**src/rtl/wb_pkg.sv**
```systemverilog
// Shared widths, the hard-wired zero register index and the writeback request record.
package wb_pkg;

    localparam int WB_DATA_WIDTH = 32;
    localparam int WB_ADDR_WIDTH = 5;
    localparam int WB_X0_INDEX   = 0;

    typedef struct packed {
        logic                     valid;
        logic [WB_ADDR_WIDTH-1:0] address;
        logic [WB_DATA_WIDTH-1:0] data;
    } wb_req_t;

endpackage

```
**src/rtl/rr_arbiter2.sv**
```systemverilog
// Two-way round-robin grant with a remembered last winner.
// Latency: grant is combinational from req; last_grant moves on the cycle after advance.
// Backpressure: a losing request is simply not granted and must be held by its owner.
module rr_arbiter2 (
    input  logic       clock,
    input  logic       reset,
    input  logic [1:0] req,
    input  logic       advance,
    output logic [1:0] grant
);

    logic last_grant;

    always_comb begin
        grant = 2'b00;
        case (req)
            2'b01:   grant = 2'b01;
            2'b10:   grant = 2'b10;
            2'b11:   grant = last_grant ? 2'b01 : 2'b10;
            default: grant = 2'b00;
        endcase
    end

    // Reset to 1 so requester 0 wins the first contention.
    always_ff @(posedge clock) begin
        if (reset) begin
            last_grant <= 1'b1;
        end else if (advance) begin
            last_grant <= grant[1];
        end
    end

endmodule

```
**src/rtl/wb_arbiter.sv**
```systemverilog
// Merges execute and memory writebacks onto the single register-file write port.
// Latency: one cycle from accepted request to wr_enable/rd_*.
// Backpressure: ready is combinational; the loser holds its request, nothing is buffered.
module wb_arbiter
    import wb_pkg::*;
#(
    parameter int DATA_WIDTH = WB_DATA_WIDTH,
    parameter int ADDR_WIDTH = WB_ADDR_WIDTH
) (
    input  logic                  clock,
    input  logic                  reset,
    input  logic                  req0_valid,
    input  logic [ADDR_WIDTH-1:0] req0_address,
    input  logic [DATA_WIDTH-1:0] req0_data,
    output logic                  req0_ready,
    input  logic                  req1_valid,
    input  logic [ADDR_WIDTH-1:0] req1_address,
    input  logic [DATA_WIDTH-1:0] req1_data,
    output logic                  req1_ready,
    output logic                  wr_enable,
    output logic [ADDR_WIDTH-1:0] rd_address,
    output logic [DATA_WIDTH-1:0] rd_data,
    output logic                  grant_id
);

    logic [1:0]            grant;
    logic                  transfer;
    logic [ADDR_WIDTH-1:0] sel_address;
    logic [DATA_WIDTH-1:0] sel_data;

    rr_arbiter2 u_rr_arbiter2 (
        .clock   (clock),
        .reset   (reset),
        .req     ({req1_valid, req0_valid}),
        .advance (transfer),
        .grant   (grant)
    );

    // Reset masks ready so a pending request can never complete during reset.
    assign req0_ready  = grant[0] & ~reset;
    assign req1_ready  = grant[1] & ~reset;
    assign transfer    = req0_ready | req1_ready;
    assign sel_address = req1_ready ? req1_address : req0_address;
    assign sel_data    = req1_ready ? req1_data    : req0_data;

    always_ff @(posedge clock) begin
        if (reset) begin
            wr_enable  <= 1'b0;
            rd_address <= '0;
            rd_data    <= '0;
            grant_id   <= 1'b0;
        end else if (transfer) begin
            // x0 is hard-wired zero: accept the write but suppress the strobe.
            wr_enable  <= (sel_address != ADDR_WIDTH'(WB_X0_INDEX));
            rd_address <= sel_address;
            rd_data    <= sel_data;
            grant_id   <= req1_ready;
        end else begin
            wr_enable  <= 1'b0;
        end
    end

endmodule

```
**config.mk**
```make
export PLATFORM = sky130hd
export DESIGN_NAME = wb_arbiter
export DESIGN_NICKNAME = d
export VERILOG_FILES = /design/src/rtl/wb_pkg.sv /design/src/rtl/rr_arbiter2.sv /design/src/rtl/wb_arbiter.sv
export SDC_FILE = /design/constraint.sdc
export NUM_CORES = 1
export LEC_CHECK = 0
export ABC_AREA = 1
export CELL_PAD_IN_SITES_DETAIL_PLACEMENT = 0
export CELL_PAD_IN_SITES_GLOBAL_PLACEMENT = 2
export CORE_ASPECT_RATIO = 0.7
export CORE_MARGIN = 5
export CORE_UTILIZATION = 20
export CTS_CLUSTER_DIAMETER = 50
export CTS_CLUSTER_SIZE = 20
export DETAILED_ROUTE_END_ITERATION = 10
export PLACE_DENSITY = 0.86
export REMOVE_ABC_BUFFERS = 1
export SYNTH_ARGS = -nofsm -noshare
export SYNTH_HDL_FRONTEND = slang
export SYNTH_HIERARCHICAL = 1
export SYNTH_SLANG_ARGS = --single-unit
```
**constraint.sdc**
```tcl
create_clock -name clock -period 3.95 [get_ports clock]
set_clock_uncertainty 0.05 [all_clocks]
set_input_delay 0.79 -clock clock [delete_from_list [all_inputs] [get_ports clock]]
set_output_delay 0.79 -clock clock [all_outputs]
set_load 0.005 [all_outputs]
```
# After elaboration in Yosys (flattened, before gate mapping)
# Cells that the tools add are included.
dict set report classes {
  n_eq_ne 3
  reduce_logical 2
  bitwise 5
  muxes 4
}
# cell n
set ops {}
lappend ops {{$mux 32} 1}
lappend ops {{$pmux 2 s3} 1}
lappend ops {{$mux 5} 1}
lappend ops {{$reduce_bool 5->1} 1}
lappend ops {{$eq 2x2->1 const B} 2}
lappend ops {{$and 1x1->1} 2}
lappend ops {{$eq 2x1->1 const B} 1}
lappend ops {{$mux 2} 1}
lappend ops {{$not 1->1} 2}
lappend ops {{$reduce_or 2->1} 1}
lappend ops {{$or 1x1->1} 1}
dict set report totals {
  ff_bits 40
}

# Logic depth before layout (Yosys ltp)
# Gate-level depths: netlist of the first run.
dict set report depth {
  word_depth 6
  mapped_depth 9
  mapped_depth_nobuf 9
}

# Hierarchy
# The synthesis of the first run kept the hierarchy.
# module area_per_inst_um2 instances cells_per_inst seq_area_each_um2
set modules_own_cells {}
lappend modules_own_cells {wb_arbiter 1813.0 1 234 780.7}
lappend modules_own_cells {rr_arbiter2 58.8 1 9 20.0}

# Worst setup path after synthesis of the first run
# No wires, ideal clock.
dict set report synth_path {
  kind {input -> output}
  from {input port req0_valid}
  to {output port req1_ready}
  arrival_ns 1.455
  stages 5
  slack_ns 1.655
  path_cell_list {nand2_1 and2_1 inv_2 nor2_8 buf_6}
}
dict set report synth_between {
  elab_chain_len 3
  elab_cells_between_ends 5
  cone_classes {3 x eq/ne; 1 x mux; 1 x bitwise}
}
# item line
set synth_rtl {}
lappend synth_rtl {{from (decl)} wb_arbiter.sv:12} ;# input logic req0_valid,
lappend synth_rtl {{$eq 2x2->1 or $eq 2x1->1 (tied branches)} rr_arbiter2.sv:16} ;# case (req)
lappend synth_rtl {{$pmux 2 s3 (*)} rr_arbiter2.sv:16}
lappend synth_rtl {{net grant[1]} wb_arbiter.sv:26} ;# logic [1:0] grant;
lappend synth_rtl {{$and 1x1->1 (*)} wb_arbiter.sv:41} ;# assign req1_ready = grant[1] & ~reset;
lappend synth_rtl {{to (decl)} wb_arbiter.sv:19} ;# output logic req1_ready,
# The timed path passes the listed nets; every way through them passes the cells marked *.

# Worst setup path in the final report of the first run
dict set report layout_path {
  from {input port reset}
  to {output port req0_ready}
}
dict set report layout_between {
  elab_chain_len 2
}
# item line
set layout_rtl {}
lappend layout_rtl {{from (decl)} wb_arbiter.sv:11} ;# input logic reset,
lappend layout_rtl {{$not 1->1} wb_arbiter.sv:40} ;# assign req0_ready = grant[0] & ~reset;
lappend layout_rtl {{$and 1x1->1} wb_arbiter.sv:40}
lappend layout_rtl {{to (decl)} wb_arbiter.sv:15} ;# output logic req0_ready,
# Every way passes these cells.

==> metrics.md, run 1 <==
| Metric | Value |
|---|---|
| Slowest stage cell, crit path | `clkdlybuf4s50_1` |
| Outcome | `finished, final reports clean` |
| Syn. warnings | `6` |
| Top cells by count, synth | `nand2_1 (63), dfxtp_1 (40), nand3_1 (25)` |
| Placement Rows | `29` |
| Postcts setup bufs | `0` |
| DP Wirelength | `4880 µm` |
| Initial antenna violation count | `0` |
| Clock Tree Buf Depth | `2` |
| RSZ-0062 raised after global routing | `false` |
| Critical path data arrival time | `2300 ps` |
| Worst Tran Pin Value | `between 700 and 800 ps` |
| Htree depth | `2` |
| Max FO, Critical Path | `6` |
| Post-DR wirelength/cell | `~14 µm` |
| Horiz. Die Dim | `about 130 µm` |
| Pwr dens | `344 mW/mm²` |
| TritonCTS clock tree | `built` |
| Synthesized area | `about 0.0019 mm²` |
| Area grow syn2layout | `73.1%` |
| CTS clk-pin slew, worst paths | `~60 ps` |
| Worst Setup Path Type | `input port to output port` |
| Syn avg cell area | `slightly below 8 µm²` |
| # diodes | `0` |
| TritonRoute pass-1 iters | `4` |
| CP peak stage delay | `roughly 700 ps` |
| Layout Nets | `about 430` |
| Initial DRC count | `57` |
| Post-CTS Resized | `0` |
| Post-DP Area | `0.00309 mm²` |
| Final hold viol count | `0` |
| Data required, critical path | `approximately 3100 ps` |
| Total number of vias | `2005` |
| Cell area after layout | `0.00324 mm²` |
| Vias in the first global route | `between 2k and 2.5k` |
| Period utilization | `0.795` |
| Max-cap viol count | `0` |
| # clock sinks | `40` |
| Cts bufs inserted | `5` |
| Input/output buffers | `between 100 and 150` |
| Number of synthesized flops with an enable pin | `0` |
| Leak | `around 0.0012 µW` |
| Startpoint Class | `input port` |
| Cells after Synth | `~240` |
| Hold_ws | `413 ps` |
| Post-synth top area share | `0.428` |
| CP endpoint kind | `output port` |
| Slew Limit Fails | `0` |
| Largest area contributor in the netlist | `dfxtp_1` |
| Crit path top cell by count | `clkdlybuf4s50_1` |
| Seq/Total Area, Yosys | `0.428` |
| ANT nets after route | `0` |
| Most frequent cell after synthesis | `nand2_1` |
| Routed WL | `approximately 6700 µm` |
| Clk_lat worst skew | `around 270 ps` |
| Synth area leaders | `dfxtp_1 (43%), nand2_1 (13%), a31oi_1 (6.7%)` |
| GRT Total Usage | `0.116` |
| Vias per inst | `roughly 4.2` |
| Starting Density | `0.206` |
| DRC violations left | `0` |
| Worst path cell trace | `clkdlybuf4s50_1, nor2_4, clkdlybuf4s50_1` |
| Final GP Congestion | `around 0.73` |
| Share of layout cells above drive strength 1 | `0.0535` |
| Post-CTS Hold Buffers | `0` |
| Setup violators final | `0` |
| Min-delay worst type | `flop to flop` |
| Core box area | `a little over 0.009 mm²` |
| Global route total overflow | `0` |
| Clock Tree Root | `clkbuf_16` |
| Layout Cells excl Fill | `479` |
| DIE AREA | `between 0.01 and 0.015 mm²` |
| Relative slew margins | `0.497` |
| First-pass GRT wire length | `about 11000 µm` |
| Die Height | `approximately 90 µm` |
| Peak VDD IR | `around 0.00016 V` |
| Io pins | `roughly 120` |
| Setup TNS Final | `0 ps` |
| F_max | `roughly 320 MHz` |
| Largest net degree at the start of global routing | `35` |
| Dpl cells | `between 400 and 500` |
| Async SR Flop Fraction | `0` |
| Most used DFF post-synth | `dfxtp_1` |
| Yosys cell types | `25` |
| Flops & latches, synth | `40` |
| Post-route minimum period | `about 3100 ps` |
## layout make-up
class | instances | area (µm²)
tap | 124 | 155
inverter | 13 | 53.8
multi-input combinational | 172 | 873
sequential | 40 | 801
timing repair buffer | 122 | 1210
fill | 961 | 5870
clock buffer | 8 | 146
## placed cells by master (no fill, tap or decap), types with 5 or more instances in the layout
cell type / netlist / final
inv_1: 11 / 11
a31oi_1: 20 / 20
clkdlybuf4s50_1: 0 / 118
nand2_1: 63 / 63
dfxtp_1: 40 / 40
nand3_1: 25 / 25
o21ai_0: 21 / 21
or2_0: 7 / 7
clkbuf_16: 0 / 5
a21oi_1: 18 / 18
## state kept, by name, summed over array words and instances, names as in the netlist
| signal | flops |
|---|---|
| rd_address | 5 |
| wr_enable | 1 |
| rd_data | 32 |
| u_rr_arbiter2/last_grant | 1 |
| grant_id | 1 |
## power breakdown
| group | switching, µW | total [µW] | internal [µW] | leakage (µW) |
|---|---|---|---|---|
| Clock | 154 | 406 | 252 | 0.0000712 |
| Sequential | 16.3 | 453 | 437 | 0.000330 |
| Combinational | 103 | 256 | 153 | 0.000797 |
| Total | 274 | 1110 | 841 | 0.00120 |
## metal layers
metal	routed length [µm]	vias up	GRT usage	share of wire
met1	3270	901	0.157	0.49
met3	469	5	0.0428	0.070
met2	2890	63	0.180	0.43
li1	-	1036	-	-
met4	35	0	0.0217	0.0052
met5	0	-	0	0
## per-stage QoR
step | total power, µW | setup WS (ps) | util
3_5_place_dp | 722 | 767 | 0.340
6_report | 1110 | 811 | 0.356
3_3_place_gp | 720 | 811 | 0.340
5_1_grt | 1180 | 723 | 0.356
4_1_cts | 1140 | 756 | 0.356
2_1_floorplan | 543 | 1550 | -
## kinds of logic after synthesis
family / count (synthesis) / share of synthesized area
and+or+nand+nor: 105 / 0.263
buffers and inverters: 31 / 0.106
AOI/OAI and AO/OA: 67 / 0.204
DFF: 40 / 0.428
## path summary, 6_finish.rpt
path / startpoint / end / slack [ps] / depth (start not counted)
max: reset / req0_ready / 810 / 3
max reg2reg: u_rr_arbiter2/last_grant$_SDFFE_PP1P_ / rd_data[25]$_SDFFE_PP0P_ / 1960 / 8
min: rd_data[28]$_SDFFE_PP0P_ / rd_data[28]$_SDFFE_PP0P_ / 410 / 2
min reg2reg: rd_data[28]$_SDFFE_PP0P_ / rd_data[28]$_SDFFE_PP0P_ / 410 / 2
## critical path, delay by kind of cell
family | cells | cell delay, ps
buffers and inverters | 2 | 1260
and+or+nand+nor | 1 | 240
Note: power is estimated with default switching activity, not from simulation.
==> run 2: changes to the inputs <==
Settings changed: CORE_UTILIZATION 20 to 16, PLACE_DENSITY 0.86 to 0.74.
Clock period 3.95 ns to 2.8 ns, I/O delays scaled along.
==> run 2 against run 1 <==
Global-route usage decreased by 1.4 points. Core utilization decreased by 6.7 points. Count of clock-buffer cells in the layout decreased by 1. Combinational power increased by 47%. Cell count increased by 8.1%. Sequential power increased by 41%. Design area increased by 3.1%. Non-clock buffer count increased by 7. Critical endpoint unchanged. Largest power group unchanged. Highest routed layer unchanged.
==> metrics.md, run 2 (same netlist as run 1, synthesis figures left out) <==
| Metric | Value |
|---|---|
| Starting Density | `0.162 (-0.0436)` |
| Global route total overflow | `0 (unchanged)` |
| # diodes | `0 (unchanged)` |
| DP Wirelength | `5410 µm (+11%)` |
| Post-route minimum period | `~2600 ps` |
| Peak VDD IR | `0.000187 V (+17%)` |
| Filler cell count | `1246 (+30%)` |
| Initial DRC count | `58 (+1.8%)` |
| Clock Power Share | `0.371 (+0.007)` |
| Clock Tree Buf Depth | `2 (unchanged)` |
| Reg power frac | `0.395 (-0.011)` |
| Pint | `1210 µW (+44%)` |
| TritonRoute pass-1 iters | `4 (unchanged)` |
| Critical path data arrival time | `2020 ps (-280 ps)` |
| Total number of vias | `2062 (+2.8%)` |
| Most frequent cells in the layout | `clkdlybuf4s50_1 (118), nand2_1 (63), dfxtp_1 (40)` |
| Gate power share | `0.234 (+0.005)` |
| Largest net degree at the start of global routing | `35 (unchanged)` |
| Layout Nets | `439 (+1.6%)` |
| Area grow syn2layout | `78.5%` |
| Post-DR wirelength/cell | `13.9 µm (-0.13%)` |
| Register with the most flip-flops | `rd_data` |
| Worst Tran Pin Value | `614 ps (-138 ps)` |
| Leak | `0.00124 µW (+3.3%)` |
| ANT nets after route | `0 (unchanged)` |
| Max FO, Critical Path | `3 (-3)` |
| Post-CTS Resized | `0 (unchanged)` |
| Die Height | `100 µm (+11%)` |
| Most common cell after layout, fill and taps aside | `clkdlybuf4s50_1` |
| GRT Total Usage | `0.103 (-0.0136)` |
| Vias in the first global route | `2179 (+5.2%)` |
| Slew Limit Fails | `0 (unchanged)` |
| Pwr dens | `483 mW/mm² (+41%)` |
| Worst Setup Path Type | `input port to output port` |
| Placement Rows | `33 (+14%)` |
| Relative slew margins | `0.589 (+0.0929)` |
| TritonCTS clock tree | `built` |
| Outcome | `finished, final reports clean` |
| FF+latch area | `801 µm² (unchanged)` |
| Htree depth | `2 (unchanged)` |
| Data required, critical path | `2190 ps (-920 ps)` |
| Largest register FFs | `32 (unchanged)` |
| Post-CTS Hold Buffers | `0 (unchanged)` |
| Postcts setup bufs | `0 (unchanged)` |
| DRC violations left | `0 (unchanged)` |
| Placement Setup Slack | `131 ps (-636 ps)` |
| Io pins | `119 (unchanged)` |
| DIE AREA | `0.0140 mm² (+23%)` |
| F_max | `380 MHz` |
| Input/output buffers | `118 (unchanged)` |
| PnR worst setup slack | `167 ps (-643 ps)` |
| Clock Tree Root | `clkbuf_16` |
| Max-cap viol count | `0 (unchanged)` |
| Initial antenna violation count | `0 (unchanged)` |
| Worst hold stages | `2 (unchanged)` |
| Fraction of power spent switching nets | `0.249 (+0.00318)` |
| First-pass GRT wire length | `11700 µm (+7.7%)` |
| Core box area | `0.0116 mm² (+27%)` |
| Startpoint Class | `input port` |
| R2R depth | `8 (unchanged)` |
| Setup violators final | `0 (unchanged)` |
| Horiz. Die Dim | `139 µm (+11%)` |
| Vias per inst | `3.98 (-4.9%)` |
| Clk_lat worst skew | `280 ps (about the same)` |
| Area of the multi-input gates | `873 µm² (unchanged)` |
| Cts bufs inserted | `5 (unchanged)` |
| Setup TNS Final | `0 ps (unchanged)` |
| Min-delay worst type | `flop to flop` |
| RSZ-0062 raised after global routing | `false` |
| Final hold viol count | `0 (unchanged)` |
| Sw Pwr | `401 µW (+47%)` |
| Final GP Congestion | `0.690 (-5.8%)` |
| Largest regs | `rd_data x32, rd_address x5` |
| # clock sinks | `40 (unchanged)` |
| Share of layout cells above drive strength 1 | `0.0748 (+0.0213)` |
| Routed WL | `7200 µm (+8.0%)` |
| Period utilization | `0.940` |
| CTS clk-pin slew, worst paths | `60 ps (about the same)` |
| CP endpoint kind | `output port` |
-- run 2: cell count changes in the layout (fill, tap and decap cells not counted) --
cell / before / now
clkbuf_8: 1 / 2
buf_4: 4 / 11
clkbuf_1: 2 / 0
-- run 2: final cells by class --
cell class | instances | area share
Timing Repair Buffer | 129 | 0.378
Sequential cell | 40 | 0.240
Tap cell | 157 | 0.0588
Multi-Input combinational cell | 172 | 0.261
Clock buffer | 7 | 0.0457
Inverter | 13 | 0.0161
-- run 2: stage by stage --
step                      utilization  hold WS, ps  instances  cell area (µm²)  power (µW)
after floorplan                     -          398        225             1730         765
final                           0.289          423        518             3340        1620
after CTS                       0.289          425        518             3340        1660
after global placement          0.276          403        511             3190        1030
after detailed placement        0.276          416        511             3190        1030
after global routing            0.289          446        518             3340        1710
-- run 2: final timing paths --
path | from | endpoint | slack, ps
worst max-delay path | req0_valid | req0_ready | 170
worst min-delay path | rd_data[28]$_SDFFE_PP0P_ | rd_data[28]$_SDFFE_PP0P_ | 420
worst max register to register | u_rr_arbiter2/last_grant$_SDFFE_PP1P_ | rd_data[23]$_SDFFE_PP0P_ | 970
worst min register to register | rd_data[28]$_SDFFE_PP0P_ | rd_data[28]$_SDFFE_PP0P_ | 420
-- run 2: worst max-delay path, cell delays in order --
cell and delay [ps]:
clkdlybuf4s50_1 480, a21boi_1 170, inv_1 140, nor2_4 120, clkdlybuf4s50_1 550
-- run 2: layer usage --
metal / routed length (µm) / track usage
met1: 3560 / 0.145
met2: 3230 / 0.165
met3: 379 / 0.0213
met4: 38 / 0.0180
met5: 0 / 0
-- run 2: power by group through the flow --
stage | Sequential (µW) | Combinational, µW | Clock [µW]
5_1_grt | 643 | 416 | 653
4_1_cts | 638 | 386 | 634
3_3_place_gp | 649 | 384 | 0
2_1_floorplan | 653 | 113 | 0
6_report | 638 | 377 | 600
3_5_place_dp | 650 | 385 | 0
==> run 3: changes to the inputs <==
Settings changed: ABC_CLOCK_PERIOD_IN_PS set to 2800, CORE_ASPECT_RATIO 0.7 to not set.
==> run 3 against run 2 <==
Count of clock-buffer cells in the layout did not move. Largest power group unchanged. Global-route usage fell by 0.45 points. First-iteration DRC count rose by 28%. Worst setup slack improved by 32 ps. Largest cell class unchanged.
==> metrics.md, run 3 (same netlist as run 1, synthesis figures left out) <==
| Metric | Value |
|---|---|
| Global route total overflow | `0 (unchanged)` |
| DIE AREA | `0.0140 mm² (-0.25%)` |
| First-pass GRT wire length | `11200 µm (-4.0%)` |
| WP depth | `5 (unchanged)` |
| Slowest stage cell, crit path | `clkdlybuf4s50_1` |
| Final hold viol count | `0 (unchanged)` |
| Setup violators final | `0 (unchanged)` |
| Reg power frac | `0.399 (+0.004)` |
| Post-route minimum period | `2600 ps (-31.9 ps)` |
| Slew Limit Fails | `0 (unchanged)` |
| Clk_lat worst skew | `280 ps (about the same)` |
| Most frequent cells in the layout | `clkdlybuf4s50_1 (118), nand2_1 (63), dfxtp_1 (40)` |
| Share of layout cells above drive strength 1 | `0.0670 (-0.00775)` |
| Max FO, Critical Path | `3 (unchanged)` |
| TritonCTS clock tree | `built` |
| Largest net degree at the start of global routing | `35 (unchanged)` |
| Pwr dens | `485 mW/mm² (+0.23%)` |
| Clock Tree Buf Depth | `2 (unchanged)` |
| Post-DP Area | `0.00315 mm² (-1.3%)` |
| Initial DRC count | `74 (+28%)` |
| Worst path cell trace | `clkdlybuf4s50_1, a21boi_1, inv_1, nor2_4, clkdlybuf4s50_1` |
| Starting Density | `0.163 (+0.00132)` |
| Worst hold stages | `2 (unchanged)` |
| Largest register FFs | `32 (unchanged)` |
| Critical path data arrival time | `1990 ps (-30 ps)` |
| Initial antenna violation count | `0 (unchanged)` |
| DRC violations left | `0 (unchanged)` |
| Max-cap viol count | `0 (unchanged)` |
| Die Height | `118 µm (+18%)` |
| Placement Rows | `39 (+18%)` |
| Area grow syn2layout | `76.3%` |
| Leak | `0.00122 µW (-1.2%)` |
| Outcome | `finished, final reports clean` |
| Clock Tree Root | `clkbuf_16` |
| Total number of vias | `2036 (-1.3%)` |
| Min-delay worst type | `flop to flop` |
| Io pins | `119 (unchanged)` |
| Data required, critical path | `2190 ps (about the same)` |
| Final GP Congestion | `0.719 (+4.2%)` |
| Pint | `1210 µW (-0.28%)` |
| F_max | `384 MHz (+1.2%)` |
| Core box area | `0.0115 mm² (-0.81%)` |
| Post-CTS Hold Buffers | `0 (unchanged)` |
| Startpoint Class | `input port` |
| CTS clk-pin slew, worst paths | `50 ps (about the same)` |
| Horiz. Die Dim | `118 µm (-15%)` |
| CP peak stage delay | `540 ps (about the same)` |
| # diodes | `0 (unchanged)` |
| DP Wirelength | `5130 µm (-5.2%)` |
| Largest delay share family, worst path | `buffers and inverters` |
| R2R depth | `11 (+3)` |
| Sw Pwr | `389 µW (-3.1%)` |
| Worst Tran Pin Value | `616 ps (+1.24 ps)` |
| Input/output buffers | `118 (unchanged)` |
| Post-CTS Resized | `0 (unchanged)` |
| ANT nets after route | `0 (unchanged)` |
| Layout Nets | `436 (-0.68%)` |
| TritonRoute pass-1 iters | `4 (unchanged)` |
| Vias in the first global route | `2162 (-0.78%)` |
| Postcts setup bufs | `0 (unchanged)` |
| Register with the most flip-flops | `rd_data` |
| PnR worst setup slack | `199 ps (+31.9 ps)` |
| Placement Setup Slack | `156 ps (+25.0 ps)` |
| # clock sinks | `40 (unchanged)` |
| Fraction of power spent switching nets | `0.243 (-0.00526)` |
| Area of the multi-input gates | `873 µm² (unchanged)` |
| Largest regs | `rd_data x32, rd_address x5` |
| Routed WL | `6860 µm (-4.8%)` |
| CP endpoint kind | `output port` |
| Clock Power Share | `0.369 (-0.002)` |
| Cell area after layout | `0.00330 mm² (-1.2%)` |
| Most common cell after layout, fill and taps aside | `clkdlybuf4s50_1` |
| Gate power share | `0.232 (-0.002)` |
| Post-DR wirelength/cell | `13.7 µm (-1.6%)` |
| Cts bufs inserted | `5 (unchanged)` |
| GRT Total Usage | `0.0982 (-0.00450)` |
| RSZ-0062 raised after global routing | `false` |
| Filler cell count | `1252 (+0.48%)` |
| Vias per inst | `4.06 (+2.1%)` |
| Worst Setup Path Type | `input port to output port` |
| FF+latch area | `801 µm² (unchanged)` |
| Worst path bufs/invs | `3 (unchanged)` |
| Relative slew margins | `0.589 (-0.000828)` |
| Peak VDD IR | `0.000226 V (+21%)` |
| Htree depth | `2 (unchanged)` |
| Setup TNS Final | `0 ps (unchanged)` |
| Crit path top cell by count | `clkdlybuf4s50_1` |
| Period utilization | `0.929 (-0.0114)` |
[run 3: changes by cell type in the layout (fill, tap and decap cells not counted)]
cell	previous run	this run
buf_4	11	8
[run 3: area by class of cell]
cell class / instances / share of cell area
repair buffers: 126 / 0.376
multi-input cells: 172 / 0.265
flip-flops and latches: 40 / 0.243
well taps: 143 / 0.0542
clock buffers: 7 / 0.0462
inverters: 13 / 0.0163
[run 3: path summary, 6_finish.rpt]
kind	start	to	slack (ps)
setup / recovery	req0_valid	req0_ready	200
hold / removal	rd_data[28]$_SDFFE_PP0P_	rd_data[28]$_SDFFE_PP0P_	420
setup reg to reg	u_rr_arbiter2/last_grant$_SDFFE_PP1P_	wr_enable$_SDFF_PP0_	970
hold reg to reg	rd_data[28]$_SDFFE_PP0P_	rd_data[28]$_SDFFE_PP0P_	420
[run 3: per-layer routing]
layer,vias up,track usage,routed length (µm)
li1,1048,-,-
met1,875,0.124,3150
met2,105,0.146,2790
met3,8,0.0544,849
met4,0,0.0237,59
met5,-,0,0
[run 3: worst min-delay path, cell delays in order, from the launching register on]
cell and delay [ps]:
dfxtp_1 310, nand2_1 60, a21oi_1 50
[run 3: through the flow]
stage	total power [µW]	std cells	hold slack (ps)	utilization
floorplan	765	225	398	-
global placement	1030	494	413	0.275
detailed placement	1030	494	417	0.275
CTS	1640	501	428	0.288
global route	1690	501	442	0.288
finish	1600	501	424	0.288
[run 3: power groups by stage]
stage / clock network [µW] / logic (µW) / registers (µW)
floorplan: 0 / 113 / 653
global placement: 0 / 377 / 649
detailed placement: 0 / 377 / 651
CTS: 623 / 379 / 639
global route: 639 / 409 / 644
finish: 590 / 371 / 638
